--- config.mk ---
export PLATFORM = sky130hd
export DESIGN_NAME = seq_cla_subtractor
export DESIGN_NICKNAME = d
export VERILOG_FILES = /design/src/rtl/arith_pkg.sv /design/src/rtl/cla4_slice.sv /design/src/rtl/seq_cla_subtractor.sv
export SDC_FILE = /design/constraint.sdc
export NUM_CORES = 1
export LEC_CHECK = 0
export CAP_MARGIN = 20
export CORE_UTILIZATION = 50
export DETAILED_ROUTE_END_ITERATION = 10
export MAX_ROUTING_LAYER = met4
export PLACE_DENSITY = 0.79
export SLEW_MARGIN = 40
export SYNTH_ARGS = -nofsm -noshare
export SYNTH_HDL_FRONTEND = slang
export SYNTH_SLANG_ARGS = --single-unit
export TNS_END_PERCENT = 100
--- constraint.sdc ---
create_clock -name clk -period 2.8 [get_ports clk]
set_input_delay 0.56 -clock clk [delete_from_list [all_inputs] [get_ports clk]]
set_output_delay 0.56 -clock clk [all_outputs]
set_load 0.02 [all_outputs]
--- src/rtl/arith_pkg.sv ---
// arith_pkg: shared FSM state type and nibble width for the sequential arithmetic blocks
package arith_pkg;
  typedef enum logic [1:0] {IDLE, RUN, DONE} state_t;
  localparam int NIBBLE_W = 4;
endpackage

--- src/rtl/cla4_slice.sv ---
// cla4_slice: 4-bit generate/propagate carry-lookahead adder slice; c3 port exists only with SUB_OVERFLOW_EN
module cla4_slice
  import arith_pkg::*;
(
  input  logic [NIBBLE_W-1:0] a,
  input  logic [NIBBLE_W-1:0] b,
  input  logic                cin,
  output logic [NIBBLE_W-1:0] sum,
  output logic                cout
`ifdef SUB_OVERFLOW_EN
  ,
  output logic                c3
`endif
);
  logic [3:0] g, p;
  logic [4:0] c;
  assign g = a & b;
  assign p = a ^ b;
  assign c[0] = cin;
  assign c[1] = g[0] | (p[0] & cin);
  assign c[2] = g[1] | (p[1] & g[0]) | (p[1] & p[0] & cin);
  assign c[3] = g[2] | (p[2] & g[1]) | (p[2] & p[1] & g[0]) | (p[2] & p[1] & p[0] & cin);
  assign c[4] = g[3] | (p[3] & g[2]) | (p[3] & p[2] & g[1]) | (p[3] & p[2] & p[1] & g[0])
              | (p[3] & p[2] & p[1] & p[0] & cin);
  assign sum  = p ^ c[3:0];
  assign cout = c[4];
`ifdef SUB_OVERFLOW_EN
  assign c3 = c[3];
`endif
endmodule

--- src/rtl/seq_cla_subtractor.sv ---
// seq_cla_subtractor: nibble-serial a - b - bin through one CLA slice, valid/ready handshake.
// Define SUB_OVERFLOW_EN to add the registered signed-overflow output ovf.
module seq_cla_subtractor
  import arith_pkg::*;
#(
  parameter int WIDTH = 16
) (
  input  logic             clk,
  input  logic             rst,
  input  logic             in_valid,
  output logic             in_ready,
  input  logic [WIDTH-1:0] a,
  input  logic [WIDTH-1:0] b,
  input  logic             bin,
  output logic             out_valid,
  input  logic             out_ready,
  output logic [WIDTH-1:0] diff,
  output logic             bout
`ifdef SUB_OVERFLOW_EN
  ,
  output logic             ovf
`endif
);
  localparam int NN = WIDTH / NIBBLE_W;
  localparam int IW = $clog2(NN);
  state_t state, next;
  logic [WIDTH-1:0] a_r, nb_r;
  logic [IW-1:0] idx;
  logic [NIBBLE_W-1:0] s;
  logic carry, co, last, acc;
  assign acc       = in_valid && in_ready;
  assign last      = idx == IW'(NN - 1);
  assign out_valid = state == DONE;
`ifdef SUB_OVERFLOW_EN
  logic c3;
`endif
  cla4_slice u_slice (
    .a   (a_r[idx*NIBBLE_W +: NIBBLE_W]),
    .b   (nb_r[idx*NIBBLE_W +: NIBBLE_W]),
    .cin (carry),
    .sum (s),
    .cout(co)
`ifdef SUB_OVERFLOW_EN
    ,
    .c3  (c3)
`endif
  );
  always_ff @(posedge clk or posedge rst)
    if (rst) state <= IDLE;
    else     state <= next;
  always_comb begin
    next = state;
    next = (state == IDLE && acc)       ? RUN  :
           (state == RUN && last)       ? DONE :
           (state == DONE && out_ready) ? IDLE : state;
  end
  // in_ready is registered so it stays low until the first edge after reset
  always_ff @(posedge clk or posedge rst)
    if (rst) begin
      in_ready <= 1'b0;
      a_r      <= '0;
      nb_r     <= '0;
      carry    <= 1'b0;
      idx      <= '0;
      diff     <= '0;
      bout     <= 1'b0;
`ifdef SUB_OVERFLOW_EN
      ovf      <= 1'b0;
`endif
    end else begin
      in_ready <= next == IDLE;
      if (state == IDLE && acc) begin
        a_r   <= a;
        nb_r  <= ~b;
        carry <= ~bin;
        idx   <= '0;
      end else if (state == RUN) begin
        diff[idx*NIBBLE_W +: NIBBLE_W] <= s;
        carry <= co;
        idx   <= idx + IW'(1);
        if (last) begin
          bout <= ~co;
`ifdef SUB_OVERFLOW_EN
          ovf  <= c3 ^ co;
`endif
        end
      end
    end
endmodule

-- After elaboration in Yosys (flattened, before gate mapping)
Cells that the tools add are included.
- register bits after elaboration: 55
- logic and storage cells: 67
- add/sub/neg operators: 2
- eq/ne operators: 3
- shift operators: 4
- multiplexer cells: 8
- bitwise gates (word level): 33
- reduce and logical (&&, ||, !) cells: 9
- operator list (operator ; count):
    4-bit negation with 34-bit output ; 1
    4-bit by 34-bit variable shift with 16-bit output, first input constant ; 1
    4-bit by 34-bit variable part select with 16-bit output ; 1
    16-bit by 5-bit variable part select with 4-bit output ; 2
    1-bit AND ; 16
    16-bit bitwise mux ; 1
    16-bit inverter ; 1
    2-bit two-way mux ; 5
    1-bit bitwise OR ; 10
    4-bit bitwise XOR ; 2
    4-bit AND ; 1
    2-bit == test, second input constant ; 2
    1-bit logical AND ; 4
    2-bit zero test ; 2
    1-bit inverter ; 3
    3-bit AND reduction ; 1
    2-bit by 1-bit adder with 2-bit output, second input constant ; 1
    2-bit by 1-bit == test with 1-bit output, second input constant ; 1
    1-bit two-way mux ; 2
    2-bit AND reduction ; 1
    2-bit nonzero test ; 1

-- Logic depth before layout (Yosys ltp)
Gate-level depths: netlist of the first run.
- depth after elaboration: 9
- gate-level depth with buffers: 8
- gate-level depth less buffers: 6

-- Modules after synthesis
From an unflattened synthesis of the first run, not the netlist that was laid out.
- cells, all modules: 239
- area total of the unflattened synthesis: 2581.2 um2
- by module, submodules not included (module ; instances ; cells an instance ; area an instance (um2)):
    seq_cla_subtractor ; 1 ; 222 ; 2433.6
    cla4_slice ; 1 ; 17 ; 147.6

-- Least setup slack after synthesis of the first run
Ideal clock, no wire load.
- kind: register to register
- start point: reg idx[0]
- end point: reg diff[7]
- library setup time: 95 ps
- data arrival time: 2359 ps
- data required time: 2705 ps
- path slack: 345 ps
- stages on the path, launching flop included: 8
- path buffers: 2
- period minus slack after synthesis: 2455 ps
- path through: dfrtp_1 -> clkbuf_2 -> buf_2 -> mux4_2 -> ha_1 -> and4_4 -> a2111o_1 -> o31ai_1
- word-level cells in the longest chain between the ends: 9
- RTL lines (item ; RTL line ; RTL):
    from (decl) ; seq_cla_subtractor.sv:28 ; logic [IW-1:0] idx;
    from (signal assigned) ; seq_cla_subtractor.sv:80 ; idx <= idx + IW'(1);
    16-bit by 5-bit variable part select with 4-bit output, on equally long branches ; seq_cla_subtractor.sv:38, seq_cla_subtractor.sv:39 ;
    4-bit bitwise XOR / 4-bit AND (equally long branches) ; cla4_slice.sv:18, cla4_slice.sv:17 ;
    1-bit AND ; cla4_slice.sv:22 ; assign c[3] = g[2] | (p[2] & g[1]) | (p[2] & p[1] & g[0]) | (p[2] & p[1] & p[0] & cin);
    1-bit bitwise OR / 1-bit AND (equally long branches) (2 in a row) ; cla4_slice.sv:22 ;
    1-bit bitwise OR ; cla4_slice.sv:22 ;
    4-bit bitwise XOR ; cla4_slice.sv:25 ; assign sum = p ^ c[3:0];
    4-bit by 34-bit variable part select with 16-bit output ; seq_cla_subtractor.sv:78 ; diff[idx*NIBBLE_W +: NIBBLE_W] <= s;
    16-bit bitwise mux * ; seq_cla_subtractor.sv:78 ;
    to (signal, indexed assignment) ; seq_cla_subtractor.sv:78 ;
    to (decl) ; seq_cla_subtractor.sv:17 ; output logic [WIDTH-1:0] diff,
Every way passes the cells marked *; elsewhere a longest branch is shown, timed or not.
A chain may end at the register's enable or synchronous reset.

-- Worst setup path after layout of the first run
- start point: reg idx[1]
- end point: reg diff[7]
Same word-level chain as after synthesis.

==> results of run 1 <==
stage by stage:
step	power [W]	cells
2_1_floorplan	0.00256	237
3_3_place_gp	0.00305	352
3_5_place_dp	0.00311	352
4_1_cts	0.00365	360
5_1_grt	0.00394	360
6_report	0.00363	360
how the worst max path moves through the flow:
stage	endpoint	cells past startpoint	start	slack (ps)
detailed placement	diff[7]	6	idx[1]	360
floorplan	diff[7]	7	idx[0]	350
CTS	diff[7]	6	idx[1]	330
global route	diff[7]	6	idx[1]	150
global placement	diff[7]	6	idx[1]	410
finish	diff[7]	6	idx[1]	340
power groups by stage:
| stage | combinational, W | sequential (W) | clock [W] |
|---|---|---|---|
| 3_5_place_dp | 0.00177 | 0.00134 | 0 |
| 4_1_cts | 0.00179 | 0.00132 | 0.000544 |
| 5_1_grt | 0.00200 | 0.00136 | 0.000578 |
| 3_3_place_gp | 0.00173 | 0.00133 | 0 |
| 6_report | 0.00178 | 0.00132 | 0.000536 |
| 2_1_floorplan | 0.00121 | 0.00135 | 0 |
cells by family (layout without fill, tap and decap cells):
group           Yosys count  count (layout)  share of synthesized area
buf+inv                  16              72                     0.0315
xor+xnor                  2               2                    0.00699
compound gates           42              42                      0.105
fa+ha+maj                10              10                     0.0529
simple gates            103             103                      0.178
mux                       9               9                     0.0764
flops                    55              55                      0.549
flip-flops by register name, indices dropped and copies added, names as in the netlist:
name / flops
diff: 16
nb_r: 16
a_r: 16
carry: 1
state: 2
idx: 2
bout: 1
in_ready: 1
critical path, cell delays in order (launching register included):
cell	delay, ps
dfrtp_1	480
buf_4	210
mux4_2	500
ha_1	350
a21oi_1	110
a2111o_1	490
o31ai_1	240
layout make-up:
| cell class | instances | area, um^2 | area share |
|---|---|---|---|
| inverter | 4 | 15.0 | 0.00463 |
| clock inverter | 3 | 47.5 | 0.0147 |
| clock buffer | 5 | 68.8 | 0.0212 |
| multi-input combinational | 166 | 1050 | 0.324 |
| sequential | 55 | 1380 | 0.425 |
| tap | 67 | 83.8 | 0.0259 |
| timing repair buffer | 60 | 601 | 0.185 |
cells in the mapped netlist (3+ instances only):
cell type  count
mux4_2         8
o21ai_0       21
ha_1           9
clkbuf_1       4
dfrtp_1       55
buf_2          5
a22o_1         8
inv_1          4
nor2_1         7
a21oi_1        4
o31ai_1        3
nand2_1       79
layer usage:
| layer | vias up | part of all wire | global-route usage |
|---|---|---|---|
| met4 | 0 | 0.0060 | 0.0392 |
| met2 | 61 | 0.53 | 0.379 |
| met3 | 5 | 0.038 | 0.0414 |
| met5 | - | 0 | - |
| met1 | 903 | 0.43 | 0.266 |
| li1 | 917 | - | - |
==> summary.md, run 1 <==
| Metric | Value |
|---|---|
| CTS tree | yes |
| Pre-antenna DRT Iters | 4 |
| Placed Area | 3130 um^2 |
| Largest net degree at the start of global routing | 52 |
| Area contributors post-synth | dfrtp_1, nand2_1, mux4_2 |
| Static Leak | 1.50 nW |
| First-pass GRT wire length | 8.47 mm |
| Die area | 5300 um^2 |
| Netlist cell types | 35 |
| Routed WL per cell | 13.4 um |
| Starting density of the core | 0.523 |
| Tmin final | 2460 ps |
| Syn Inst Count | around 240 |
| Num Clock Sinks | 55 |
| Detailed Route WL | 4.81 mm |
| DR iter-0 viols | ~150 |
| H-tree depth | 2 |
| Rows | 25 |
| Vias in the first global route | 1,853 |
| Seq/Total Area, Yosys | 0.549 |
| Power share of the combinational group | 0.490 |
| Critical path endpoint category | flop |
| Worst reg2reg endpoint | diff[7] |
| Hold WS | 479 ps |
| Antenna diode count | 0 |
| Hold Path Class | flop to flop |
| Hold wc startpoint | a_r[12] |
| CP Max Fanout | 6 |
| Peak supply drop | 0.532 mV |
| Flop2flop setup slack | 340 ps |
| Routed Antenna Nets | 0 |
| R2R Path Start | idx[1] |
| Core area | 4790 um^2 |
| Initial antenna violation count | 0 |
| IO Count | 56 |
| Setup WS pre-CTS | 355 ps |
| Post-cts hold buffer count | 0 |
| Reg2Reg Depth | 6 |
| Setup TNS | 0 ps |
| Area leader, netlist | dfrtp_1 |
| Period utilization | 0.877 |
| Tightest Pin Transition | ~580 ps |
| Clock root buffer | clkbuf_8 |
| RSZ-0062 raised after global routing | false |
| Die Height | between 70 and 80 um |
| Sw Ratio | 0.401 |
| PD cells | about 1100 nW/um^2 |
| #FFs+latches synth | 55 |
| Yosys warning count | 0 |
| Commonest non-fill, non-tap cells in the layout | nand2_1, dfrtp_1, clkdlybuf4s50_1 |
| Via count | 1,886 |
| Share of layout cells above drive strength 1 | 0.0922 |
| Syn_nets | 284 |
| Endpoints failing setup | 0 |
| DP HPWL | approximately 3.6 mm |
| Gr ovfl total | 0 |
| Startpoint types | flop |
| # port buffers | 55 |
| Die X | 72.8 um |
| Clk pin slew, worst setup/hold paths | approximately 100 ps |
| Fmax | 407 MHz |
| Max-slew headroom | 0.615 |
| Crit path kind | flop to flop |
| Mapped Avg Cell Area | about 11 um^2 |
| Mapped Area | 2500 um^2 |
| Pint | 0.00218 W |
| Top FF cell, synth | dfrtp_1 |
| Vias per cell | 5.24 |
| Worst Path Required | 3020 ps |
| Number of nets in the layout | between 300 and 400 |
| Top-area cell type share of the netlist area | 0.549 |
| Async S/R FF share, synth | 1.00 |
| # resized after CTS | 0 |
| Most common cell after layout, fill and taps aside | nand2_1 |
| Skew-Pair Late Insertion Delay | 310 ps |
| Post-CTS Setup Bufs | 0 |
| GRT Total Usage | 0.217 |
| CTS Buffer Depth | 2 |
| Max cap viols | 0 |
| Total CTS buffers | 5 |
| Worst Slack Setup Final | 344 ps |
| Clock group share of total power | 0.147 |
| Min-Delay Path Depth | 2 |
| Status | completed |
| Fin util | 0.677 |
| RD Place Congestion | 0.822 |
| DRC Markers | 0 |
| NetSw | 0.00146 W |
| Worst Path Arrival | 2680 ps |
| Final Max Tran Viols | 0 |
| Post-route cell area | 3240 um^2 |
| Final hold violation count | 0 |
| Fill count | 374 |
| Layout Area Growth over Synthesis | 29.4% |
| Setup Skew | roughly 9 ps |
| Seq pwr share | 0.362 |
| Hold Path End | a_r[12] |
| Post-synth EDFFs | 0 |
(Power assumes the default switching activity.)
==> run 2, diff against run 1 <==
--- a/config.mk
+++ b/config.mk
@@ -8,8 +8,8 @@
 export CAP_MARGIN = 20
 export CORE_UTILIZATION = 50
 export DETAILED_ROUTE_END_ITERATION = 10
-export MAX_ROUTING_LAYER = met4
 export PLACE_DENSITY = 0.79
+export SKIP_LAST_GASP = 1
 export SLEW_MARGIN = 40
 export SYNTH_ARGS = -nofsm -noshare
 export SYNTH_HDL_FRONTEND = slang
==> run 2 against run 1 <==
First-iteration DRC count grew 0.67%. Global-route usage shrank 0.74 points. Sequential cell count did not move. Worst hold slack gained 1.1 ps. Core utilization did not move. Critical path type unchanged. Sequential power hardly changed. Routed wire length down 0.40%. Total power shrank 0.17%. Highest routed layer unchanged. Via count down 0.27%. Largest power group unchanged.
==> summary.md, run 2 (synthesis gave the netlist of run 1 again) <==
| Metric | Value |
|---|---|
| Status | completed |
| R2R Path Start | idx[1] |
| Clock root buffer | clkbuf_8 |
| Num Clock Sinks | 55 (unchanged) |
| Initial antenna violation count | 0 (unchanged) |
| Tmin final | 2460 ps (+3.43 ps) |
| Commonest non-fill, non-tap cells in the layout | nand2_1, dfrtp_1, clkdlybuf4s50_1 |
| # port buffers | 55 (unchanged) |
| Max cap viols | 0 (unchanged) |
| Detailed Route WL | 4.79 mm (-0.40%) |
| Hold wc startpoint | a_r[12] |
| Clk pin slew, worst setup/hold paths | 100 ps (about the same) |
| CP Cell Sequence | buf_4, mux4_2, ha_1, a21oi_1, a2111o_1, o31ai_1 |
| Endpoints failing setup | 0 (unchanged) |
| Critical path endpoint category | flop |
| Crit path kind | flop to flop |
| Setup TNS | 0 ps (unchanged) |
| Via count | 1,881 (-0.27%) |
| Routed Antenna Nets | 0 (unchanged) |
| CP peak stage delay | 500 ps (about the same) |
| Vias per cell | 5.23 (-0.27%) |
| Startpoint types | flop |
| Largest net degree at the start of global routing | 52 (unchanged) |
| Layout Area Growth over Synthesis | 29.4% (unchanged) |
| Die X | 72.8 um (unchanged) |
| Skew-Pair Late Insertion Delay | 310 ps (about the same) |
| Largest regs | a_r: 16 flops, diff: 16 flops, nb_r: 16 flops |
| Worst path buffer plus inverter count | 1 (unchanged) |
| Vias in the first global route | 1,869 (+0.86%) |
| Die area | 5300 um^2 (unchanged) |
| First-pass GRT wire length | 8.44 mm (-0.33%) |
| Hold Path End | a_r[12] |
| Number of nets in the layout | 339 (unchanged) |
| Worst Path Required | 3020 ps (about the same) |
| Setup Skew | 10.4 ps (+1.52 ps) |
| Period utilization | 0.878 (+0.00123) |
| IO Count | 56 (unchanged) |
| Top Family by Delay on Critical Path | compound AO/OA/AOI/OAI gates |
| Tightest Pin Transition | 578 ps (+1.88 ps) |
| Final Max Tran Viols | 0 (unchanged) |
| Peak supply drop | 0.525 mV (-1.3%) |
| Rows | 25 (unchanged) |
| Antenna diode count | 0 (unchanged) |
| Static Leak | 1.50 nW (unchanged) |
| CTS tree | yes |
| Worst reg2reg endpoint | diff[7] |
| Max-slew headroom | 0.614 (-0.00125) |
| Post-cts hold buffer count | 0 (unchanged) |
| H-tree depth | 2 (unchanged) |
| Reg2Reg Depth | 6 (unchanged) |
| Hold WS | 480 ps (+1.06 ps) |
| DRC Markers | 0 (unchanged) |
| GRT Total Usage | 0.210 (-0.00738) |
| Worst Path Arrival | 2680 ps (about the same) |
| Hold Path Class | flop to flop |
| Overall Power | 0.00363 W (-0.17%) |
| CP max stage cell | mux4_2 |
| PD cells | 1120 nW/um^2 (-0.17%) |
| RD Place Congestion | 0.810 (-1.5%) |
| # resized after CTS | 0 (unchanged) |
| Total CTS buffers | 5 (unchanged) |
| RSZ-0062 raised after global routing | false |
| Routed WL per cell | 13.3 um (-0.40%) |
| Pre-antenna DRT Iters | 4 (unchanged) |
| Die Height | 72.8 um (unchanged) |
| DR iter-0 viols | 150 (+0.67%) |
| Final hold violation count | 0 (unchanged) |
| Gr ovfl total | 0 (unchanged) |
| CTS Buffer Depth | 2 (unchanged) |
| Min-Delay Path Depth | 2 (unchanged) |
| Share of layout cells above drive strength 1 | 0.0922 (unchanged) |
| Post-CTS Setup Bufs | 0 (unchanged) |
| DP HPWL | 3.65 mm (unchanged) |
| Most common cell after layout, fill and taps aside | nand2_1 |
| Core area | 4790 um^2 (unchanged) |
| Starting density of the core | 0.523 (unchanged) |
| CP Max Fanout | 6 (unchanged) |
| Fmax | 407 MHz (-0.14%) |
| Flop2flop setup slack | 340 ps (about the same) |
[run 2: cell counts in the layout (fill, tap and decap cells not counted)]
No cell type changed its count.
[run 2: how the worst max path moves through the flow]
| stage | startpoint | endpoint | slack (ps) | cells after the start |
|---|---|---|---|---|
| 2_1_floorplan | idx[0] | diff[7] | 350 | 7 |
| 5_1_grt | idx[1] | diff[7] | 150 | 6 |
| 3_5_place_dp | idx[1] | diff[7] | 360 | 6 |
| 3_3_place_gp | idx[1] | diff[7] | 410 | 6 |
| 6_report | idx[1] | diff[7] | 340 | 6 |
| 4_1_cts | idx[1] | diff[7] | 330 | 6 |
[run 2: layer usage]
metal / GRT usage / vias to the layer above / part of all wire
li1: - / 920 / -
met1: 0.264 / 896 / 0.43
met2: 0.377 / 60 / 0.52
met3: 0.0428 / 5 / 0.041
met4: 0.0392 / 0 / 0.0077
met5: 0 / - / 0
[run 2: area by class of cell]
cell class,instances,area (um^2)
Inverter,4,15.0
Clock buffer,5,68.8
Sequential cell,55,1380
Multi-Input combinational cell,166,1050
Timing Repair Buffer,60,601
Tap cell,67,83.8
Clock inverter,3,47.5
Fill cell,374,1540
[run 2: worst register-to-register path, delay by kind of cell (launching register included)]
family | cells | cell delay [ps]
AOI/OAI and AO/OA | 3 | 840
adders and majority gates | 1 | 350
buffers and inverters | 1 | 210
DFF | 1 | 480
muxes | 1 | 500
[run 2: stage by stage]
step	util	instances	worst slack (ps)	instance area, um^2
floorplan	-	237	345	2500
global placement	0.653	352	405	3130
detailed placement	0.653	352	355	3130
CTS	0.677	360	329	3240
global route	0.677	360	147	3240
finish	0.677	360	340	3240
[run 2: power breakdown]
part | leakage, nW | internal [W] | total (W) | switching [W]
clock | 0.0587 | 0.000271 | 0.000535 | 0.000264
sequential | 0.712 | 0.00111 | 0.00132 | 0.000208
combinational | 0.729 | 0.000797 | 0.00178 | 0.000980
